===== src/rtl/tnn_feature_quantizer.sv =====
// rtl/tnn_feature_quantizer.sv - 2-bit feature quantizer and 7-feature frame assembler for the TNN classifier
module tnn_feature_quantizer #(
  parameter int N_FEAT  = 7,
  parameter int IN_W    = 8,
  parameter int T0_INIT = 64,
  parameter int T1_INIT = 128,
  parameter int T2_INIT = 192
) (
  input  logic            clk,
  input  logic            rst_n,
  input  logic            s_valid,
  output logic            s_ready,
  input  logic [IN_W-1:0] s_data,
  input  logic            s_last,
  input  logic            cfg_we,
  input  logic [2:0]      cfg_feat,
  input  logic [1:0]      cfg_sel,
  input  logic [IN_W-1:0] cfg_data,
  output logic            m_valid,
  input  logic            m_ready,
  output logic [1:0]      input_a,
  output logic [1:0]      input_b,
  output logic [1:0]      input_c,
  output logic [1:0]      input_d,
  output logic [1:0]      input_e,
  output logic [1:0]      input_f,
  output logic [1:0]      input_g,
  output logic            frame_err,
  output logic [15:0]     frame_cnt
);

  typedef enum logic {
    COLLECT = 1'b0,
    HOLD    = 1'b1
  } state_t;

  state_t          r_state;
  logic [2:0]      r_idx;
  logic [IN_W-1:0] r_thr0 [0:N_FEAT-1];
  logic [IN_W-1:0] r_thr1 [0:N_FEAT-1];
  logic [IN_W-1:0] r_thr2 [0:N_FEAT-1];
  logic [1:0]      r_stage [0:N_FEAT-1];
  logic [1:0]      r_out [0:N_FEAT-1];
  logic            r_m_valid;
  logic            r_frame_err;
  logic [15:0]     r_frame_cnt;

  logic       w_accept;
  logic       w_c0;
  logic       w_c1;
  logic       w_c2;
  logic [1:0] w_q;
  logic       w_last_idx;
  logic       w_cfg_ok;

  assign s_ready    = (r_state == COLLECT);
  assign w_accept   = s_valid && s_ready;
  assign w_c0       = (s_data >= r_thr0[r_idx]);
  assign w_c1       = (s_data >= r_thr1[r_idx]);
  assign w_c2       = (s_data >= r_thr2[r_idx]);
  assign w_q        = {1'b0, w_c0} + {1'b0, w_c1} + {1'b0, w_c2};
  assign w_last_idx = (r_idx == 3'(N_FEAT - 1));
  assign w_cfg_ok   = cfg_we && (cfg_feat < 3'(N_FEAT)) && (cfg_sel != 2'd3);

  // Threshold table; an accept in the same cycle still sees the old value.
  always_ff @(posedge clk or negedge rst_n) begin
    if (!rst_n) begin
      for (int i = 0; i < N_FEAT; i++) begin
        r_thr0[i] <= IN_W'(T0_INIT);
        r_thr1[i] <= IN_W'(T1_INIT);
        r_thr2[i] <= IN_W'(T2_INIT);
      end
    end else if (w_cfg_ok) begin
      case (cfg_sel)
        2'd0:    r_thr0[cfg_feat] <= cfg_data;
        2'd1:    r_thr1[cfg_feat] <= cfg_data;
        default: r_thr2[cfg_feat] <= cfg_data;
      endcase
    end
  end

  always_ff @(posedge clk or negedge rst_n) begin
    if (!rst_n) begin
      r_state     <= COLLECT;
      r_idx       <= 3'd0;
      r_m_valid   <= 1'b0;
      r_frame_err <= 1'b0;
      r_frame_cnt <= 16'd0;
      for (int i = 0; i < N_FEAT; i++) begin
        r_stage[i] <= 2'd0;
        r_out[i]   <= 2'd0;
      end
    end else begin
      r_frame_err <= 1'b0;
      case (r_state)
        COLLECT: begin
          if (w_accept) begin
            if (!w_last_idx && !s_last) begin
              r_stage[r_idx] <= w_q;
              r_idx          <= r_idx + 3'd1;
            end else if (w_last_idx && s_last) begin
              // The closing sample bypasses staging so all slots load together.
              for (int i = 0; i < N_FEAT; i++) begin
                r_out[i] <= (3'(i) == r_idx) ? w_q : r_stage[i];
              end
              r_idx     <= 3'd0;
              r_state   <= HOLD;
              r_m_valid <= 1'b1;
            end else begin
              r_idx       <= 3'd0;
              r_frame_err <= 1'b1;
            end
          end
        end
        HOLD: begin
          if (r_m_valid && m_ready) begin
            r_m_valid   <= 1'b0;
            r_state     <= COLLECT;
            r_frame_cnt <= r_frame_cnt + 16'd1;
          end
        end
        default: r_state <= COLLECT;
      endcase
    end
  end

  assign m_valid   = r_m_valid;
  assign frame_err = r_frame_err;
  assign frame_cnt = r_frame_cnt;
  assign input_a   = r_out[0];
  assign input_b   = r_out[1];
  assign input_c   = r_out[2];
  assign input_d   = r_out[3];
  assign input_e   = r_out[4];
  assign input_f   = r_out[5];
  assign input_g   = r_out[6];

endmodule


===== config.mk =====
export PLATFORM = sky130hd
export DESIGN_NAME = tnn_feature_quantizer
export DESIGN_NICKNAME = d
export VERILOG_FILES = /design/src/rtl/tnn_feature_quantizer.sv
export SDC_FILE = /design/constraint.sdc
export NUM_CORES = 1
export LEC_CHECK = 0
export CORE_UTILIZATION = 35
export CTS_CLUSTER_SIZE = 30
export DETAILED_ROUTE_END_ITERATION = 8
export PLACE_DENSITY_LB_ADDON = 0.05
export SYNTH_ARGS = -nofsm -noshare
export SYNTH_HDL_FRONTEND = slang
export SYNTH_SLANG_ARGS = --single-unit

===== constraint.sdc =====
create_clock -name clk -period 5.69 [get_ports clk]
set_input_delay 1.138 -clock clk [delete_from_list [all_inputs] [get_ports clk]]
set_output_delay 1.138 -clock clk [all_outputs]
set_load 0.05 [all_outputs]

After elaboration in Yosys (flattened, before gate mapping):

Cells that the tools add are included.

* flip-flop bits (word level): 218
* bits of input ports: 27
* output and inout bits: 33

* $lt $le $gt $ge: 8
* add/sub/neg operators: 4
* reduce and logical (&&, ||, !) cells: 21
* multiplexer cells: 39
* equality and inequality tests: 13
* bitwise logic cells: 5

Operator list (number)
* $bwmux W56: 3
* $bmux W8 S3: 3
* $mux W8: 7
* $demux W8 S3: 1
* $ge A8 B8 Y1: 3
* $add A16 B1 Y16 const B: 1
* $mux W2: 8
* $bwmux W14: 1
* $mux W1: 12
* $reduce_and A2 Y1: 5
* $eq A3 B3 Y1 const A: 3
* $ge A4 B4 Y1 const B: 2
* $logic_and A1 B1 Y1: 8
* $lt A4 B1 Y1 const B: 2
* $not A3 Y4: 2
* $reduce_and A4 Y1: 2
* $demux W2 S3: 1
* $eq A2 B3 Y1 const A: 2
* $ne A2 B1 Y1 const B: 3
* $ne A2 B2 Y1 const B: 2
* $pmux W1 S2: 2
* $add A3 B1 Y3 const B: 1
* $eq A1 B3 Y1 const A: 1
* $eq A3 B3 Y1 const B: 1
* 11 further kinds: 14

Longest topological paths before layout:

Gate-level depths: netlist of the first run.

* depth in word-level cells: 8
* mapped depth: 15

Worst setup path before layout of the first run:

OpenSTA, ideal clock, no wires.

* path kind: register -> register
* from: register r_idx[1]
* to: register r_out, in the netlist input_e[0]
* stages on the path, launching flop included: 15
* buffers on the path: 3
* setup slack: 2.149 ns
* data required time: 5.613 ns
* arrival: 3.464 ns
* library setup time: 0.077 ns
* clock period less this slack: 3.541 ns
* cells stage by stage: dfrtp_1 > clkbuf_1 > buf_2 > mux4_2 > nand2_1 > o21ai_0 > ha_1 > nand2b_1 > a21o_1 > a211oi_1 > o31ai_1 > fa_1 > clkbuf_1 > mux2i_1 > a21oi_1

* word-level cells in the longest chain between the ends: 8
* elaborated cells between the ends (all ways): 23
* those cells by class: add/sub (2); order compare (3); eq/ne (2); mux (10); bitwise (2); reduce/logical (4)

Ends and longest elaborated chain
* from (decl): line 38 `logic [2:0] r_idx;`
* from (signal assigned): line 100 `r_idx <= r_idx + 3'd1;`
* $not A3 Y4 (implied by the code) (*): line 58, 59, 60
* $bmux W8 S3, on equally long branches: line 58, 59
* $mux W8, on equally long branches (2 in series): line 58, 59
* $ge A8 B8 Y1, on equally long branches: line 58, 59
* $add A1 B1 Y2: line 61 `assign w_q = {1'b0, w_c0} + {1'b0, w_c1} + {1'b0, w_c2};`
* $add A2 B1 Y2 (*): line 61
* net w_q[0]: line 52 `logic [1:0] w_q;`
* $mux W2 (*): line 104 `r_out[i] <= (3'(i) == r_idx) ? w_q : r_stage[i];`
* to (signal, indexed assignment): line 104
* to (decl): line 43 `logic [1:0] r_out [0:N_FEAT-1];`

Mark *: on every way through the listed nets, which the timed path passes. The rest lies on a longest branch. The select of a mux whose other input is x is not followed.
A chain may end at the register's enable or synchronous reset.

Final worst setup path of the first run:

* from: register r_idx[1]
* to: register r_out, in the netlist input_f[0]

The elaborated chain is that of the path after synthesis.

==> results of run 1 <==
[report_power, final]
part / internal [uW] / switching [uW] / total, uW / leakage (uW)
Combinational: 679 / 737 / 1420 / 0.00223
Sequential: 1870 / 195 / 2070 / 0.00276
Clock: 1050 / 645 / 1700 / 0.000435
Total: 3600 / 1580 / 5180 / 0.00543
[synth_stat cells, drive strengths merged (15+ instances only)]
| master | number | area share (%) |
|---|---|---|
| a21oi | 22 | 1.0 |
| a221o | 20 | 1.9 |
| buf | 15 | 0.73 |
| clkbuf | 30 | 1.1 |
| dfrtp | 190 | 45 |
| dfstp | 28 | 7.0 |
| ha | 33 | 3.9 |
| mux2 | 203 | 22 |
| mux2i | 17 | 1.6 |
| mux4 | 24 | 5.2 |
| nand2 | 37 | 1.5 |
| nor2 | 31 | 1.3 |
| o21ai | 25 | 1.2 |
[worst max-delay path, cell delays in order, from the launching register on]
cell and delay [ns]:
dfrtp_2 0.87, buf_4 0.42, mux4_2 0.53, o21ai_0 0.18, ha_1 0.27, a21o_1 0.18
a21o_1 0.17, a21oi_1 0.13, o31ai_1 0.10, fa_1 0.86, mux2i_1 0.16, a21oi_1 0.18
[stage by stage]
| stage | power (uW) | utilization (%) | instance area (um^2) |
|---|---|---|---|
| 2_1_floorplan | 3044 | - | 10490 |
| 3_3_place_gp | 3488 | 38.88 | 11490 |
| 3_5_place_dp | 3530 | 38.88 | 11490 |
| 4_1_cts | 5262 | 41.92 | 12390 |
| 5_1_grt | 5493 | 41.92 | 12390 |
| 6_report | 5180 | 41.92 | 12390 |
[flip-flops by register name (all words and copies together) (netlist names)]
signal	flops
r_stage	14
input_g	2
m_valid	1
input_a	2
r_idx	3
frame_cnt	16
r_thr1	56
r_thr2	56
input_d	2
input_c	2
input_f	2
input_b	2
frame_err	1
r_state	1
input_e	2
r_thr0	56
[worst max-delay path by stage]
stage / start / end / slack [ns] / cells after the start
after CTS: r_idx[1] / input_f[0] / 1.48 / 11
after global routing: r_idx[1] / input_e[0] / 1.16 / 11
after floorplan: r_idx[1] / input_e[0] / 2.15 / 14
after global placement: r_idx[1] / input_d[0] / 1.57 / 11
after detailed placement: r_idx[1] / input_a[0] / 1.50 / 11
final: r_idx[1] / input_f[0] / 1.53 / 11
[routing by layer]
metal / part of all wire [%] / vias to the layer above / wire length [um] / global-route usage (%)
li1: - / 2917 / - / -
met1: 46 / 3322 / 12340 / 24.99
met2: 48 / 130 / 12900 / 29.94
met3: 4.0 / 35 / 1061 / 2.785
met4: 1.9 / 0 / 520 / 4.746
met5: 0 / - / 0 / 0
[kinds of logic after synthesis]
| kind of cell | count (synthesis) | synth area share [%] |
|---|---|---|
| flops | 218 | 52.33 |
| xor+xnor | 15 | 1.252 |
| mux | 244 | 28.56 |
| buf+inv | 52 | 2.051 |
| compound gates | 85 | 5.438 |
| simple gates | 118 | 6.249 |
| fa+ha+maj | 34 | 4.126 |
[final cells by class]
cell class,count,area (um^2)
fillers,2711,17170
clock buffers,47,850.8
inverters,7,26.28
well taps,390,488.0
repair buffers,67,691.9
multi-input cells,496,4795
flip-flops and latches,218,5493
clock inverters,3,46.29
==> out/qor.yml, run 1 <==
status: "complete, no violations"
diodes: 0
grt_max_degree: 123
hold_depth: 1
vias_per_cell: 5.215
yosys_warnings: 0
startpoint_type: "flop"
core_area_um2: 29560
cp-end-kind: "flop"
wl_per_cell_um: 21.84
layout_setup_ws_ns: 1.535
die_width_um: 175.1
gp_congestion: 0.7819
dpl.hpwl_mm: 17.50
wirelength_mm: 26.82
hold_end: "frame_cnt[15]"
clock_path_buffers: 3
rsz0062_at_grt: "false"
synth_top_flop_cell: "dfrtp_1"
period_needed_ns: 4.155
cts_tree: "done"
via_count: 6404
fin_skew_ns: 0.01383
hold_class: "reg2reg"
floorplan.rows: 63
place_ws_ns: 1.499
drive_gt1_share_pct: 38.90
slew_viol_final: 0
drc: 0
timing.fmax_ghz: 0.2407
cts_setup_buffers: 0
crit_fanout: 21
ys_seq_area_share_pct: 52.33
htree_levels: 1
cts_root_buf: "clkbuf_16"
hold_viol_final: 0
r2r_cells: 11
track_usage_pct: 18.20
cts_made_buffers: 27
fin_tns_setup_ns: 0
area_delta_synth_final_pct: 18.09
slew_headroom_pct: 25.93
die_area_um2: 30680
cp.arrival_ns: 4.61
worst_r2r_startpoint: "r_idx[1]"
grt_overflow: 0
cap_viol_max_count: 0
dr.pass1.iters: 4
r2r_slack_ns: 1.53
r2r-end: "input_f[0]"
die_h_um: 175.1
ant_nets: 0
grt_pass1_vias: 6903
grt_pass1_wl_mm: 42.23
io-pin-count: 60
dp.cells: 1178
power.leakage_uw: 0.005427
synthCells: 766
synth_edf_count: 0
antenna_found_initial: 0
syn-cell-area_um2: 10490
worst_slew_pin_slew_ns: 1.108
layout_common_cells: "199 x mux2_2, 188 x dfrtp_1, 58 x clkdlybuf4s50_1, 33 x ha_1, 31 x nand2_1"
whs_ns: 0.4871
async_flop_share_pct: 100.0
fin_cells: 1228
clk_pin_slew_ns: 0.06
ir_drop_mv: 0.2189
hp-start: "frame_cnt[15]"
layout_commonest_cell: "mux2_2"
synth_area_per_cell_um2: 13.70
cts_resized: 0
start_util_pct: 35.50
synth_nets: 827
io_buffers: 59
crit_type: "reg2reg"
nNetsFinal: 878
power_density_nw_per_um2: 418.0
synthDistinctLibCells: 42
clock_latency_ns: 0.53
worstPathRequired_ns: 6.14
cts_hold_buf: 0
fin_crit_sh_pct: 73.03
drtIter0Drc: 319
setup_viol: 0
cts.sinks: 218
ys_seq_elements: 218
(Power assumes the default switching activity.)
==> run 2: changes to the inputs <==
==> constraint.sdc (replaced) <==
create_clock -name clk -period 3.6 [get_ports clk]
set_input_delay 0.72 -clock clk [delete_from_list [all_inputs] [get_ports clk]]
set_output_delay 0.72 -clock clk [all_outputs]
set_load 0.05 [all_outputs]
==> out/qor.yml, run 2 (synthesis results as in run 1) <==
status: "complete, no violations"
rsz0062_at_grt: "false"
track_usage_pct: 18.26
cts_made_buffers: 27
layout_setup_ws_ns: 0.1205
max_stage_delay_ns: 0.53
period_needed_ns: 3.479
die_width_um: 175.1
layout_common_cells: "199 x mux2_2, 188 x dfrtp_1, 58 x clkdlybuf4s50_1, 35 x buf_4, 33 x ha_1"
layout_commonest_cell: "mux2_2"
reg.largest.list: "r_thr0 x56, r_thr1 x56, r_thr2 x56"
power.leakage_uw: 0.005651
grt_max_degree: 79
whs_ns: 0.2267
nNetsFinal: 916
crit_fanout: 14
diodes: 0
ant_nets: 0
area_delta_synth_final_pct: 21.61
hold_class: "in2async"
n_fill_cell: 2743
fin_cells: 1266
cap_viol_max_count: 0
ir_drop_mv: 0.3756
slew_viol_final: 0
grt_overflow: 0
worstPathRequired_ns: 4.01
cts.sinks: 218
core_area_um2: 29560
io_buffers: 59
clk_pin_slew_ns: 0.06
cp-end-kind: "flop"
antenna_found_initial: 0
via_count: 6614
critPathTopFamily: "compound AO/OA/AOI/OAI gates"
worstPathCellList: "buf_6, buf_12, mux2_2, a221o_1, o21ai_0, ha_1, a21o_1, a21o_1, a21oi_2, o31ai_2, fa_1, buf_12, mux2_2"
grt_pass1_vias: 7190
worst_slew_pin_slew_ns: 1.017
cp.arrival_ns: 3.89
hold_viol_final: 0
cts_hold_buf: 0
start_util_pct: 35.50
fin_crit_sh_pct: 96.65
cts_root_buf: "clkbuf_16"
crit_type: "reg2reg"
wl_per_cell_um: 21.35
finalPower_uw: 8516
dpl.hpwl_mm: 18.48
critPathSlowestCell: "dfrtp_2"
timing.fmax_ghz: 0.2874
drc: 0
gp_congestion: 0.7566
vias_per_cell: 5.224
path_buf_inv: 3
htree_levels: 1
grt_pass1_wl_mm: 42.77
setup_viol: 0
slew_headroom_pct: 31.96
dp.cells: 1205
startpoint_type: "flop"
fin_tns_setup_ns: 0
die_h_um: 175.1
die_area_um2: 30680
io-pin-count: 60
clock_latency_ns: 0.53
drive_gt1_share_pct: 42.81
cts_tree: "done"
power_density_nw_per_um2: 667.4
place_ws_ns: -0.006315
clock_path_buffers: 3
dr.pass1.iters: 4
drtIter0Drc: 335
fin_skew_ns: 0.007785
wirelength_mm: 27.03
floorplan.rows: 63
[run 2: power breakdown]
group | total, uW | leakage [uW] | switching [uW] | internal (uW)
Sequential | 3220 | 0.00276 | 259 | 2960
Combinational | 2640 | 0.00246 | 1290 | 1360
Clock | 2650 | 0.000437 | 1040 | 1610
[run 2: repair_timing]
item	CTS	global route
gates cloned	0	0
endpoints found under the setup margin	1	28
resized for setup	1	16
pin swaps	0	2
setup buffers	0	11
[run 2: per-stage QoR]
| stage | util (%) | area (um^2) |
|---|---|---|
| finish | 43.17 | 12760 |
| global route | 43.17 | 12760 |
| CTS | 42.69 | 12620 |
| detailed placement | 39.70 | 11730 |
| global placement | 39.70 | 11730 |
| floorplan | - | 10490 |
[run 2: cell type report]
class	count	area, um^2	share of cell area, %
multi-input cells	496	4831	37.86
clock inverters	8	71.32	0.5589
flip-flops and latches	218	5495	43.07
repair buffers	105	1033	8.100
well taps	390	488.0	3.824
clock buffers	42	812.0	6.364
inverters	7	28.78	0.2255
[run 2: worst paths after layout]
path	from	endpoint	slack, ns	cells past startpoint
setup / recovery	r_idx[2]	r_stage[12]	0.12	13
hold / removal	rst_n	input_a[1]	0.23	1
setup reg to reg	r_idx[2]	r_stage[12]	0.12	13
hold reg to reg	frame_cnt[15]	frame_cnt[15]	0.48	1
max in group asynchronous	rst_n	r_thr0[14]	2.44	2
min in group clk	frame_cnt[15]	frame_cnt[15]	0.48	1
[run 2: layer usage]
layer	global-route usage, %	vias to the layer above	part of all wire (%)
li1	-	3003	-
met5	0	-	0
met1	24.32	3435	45
met3	2.502	47	4.3
met4	5.254	0	2.3
met2	30.94	129	48
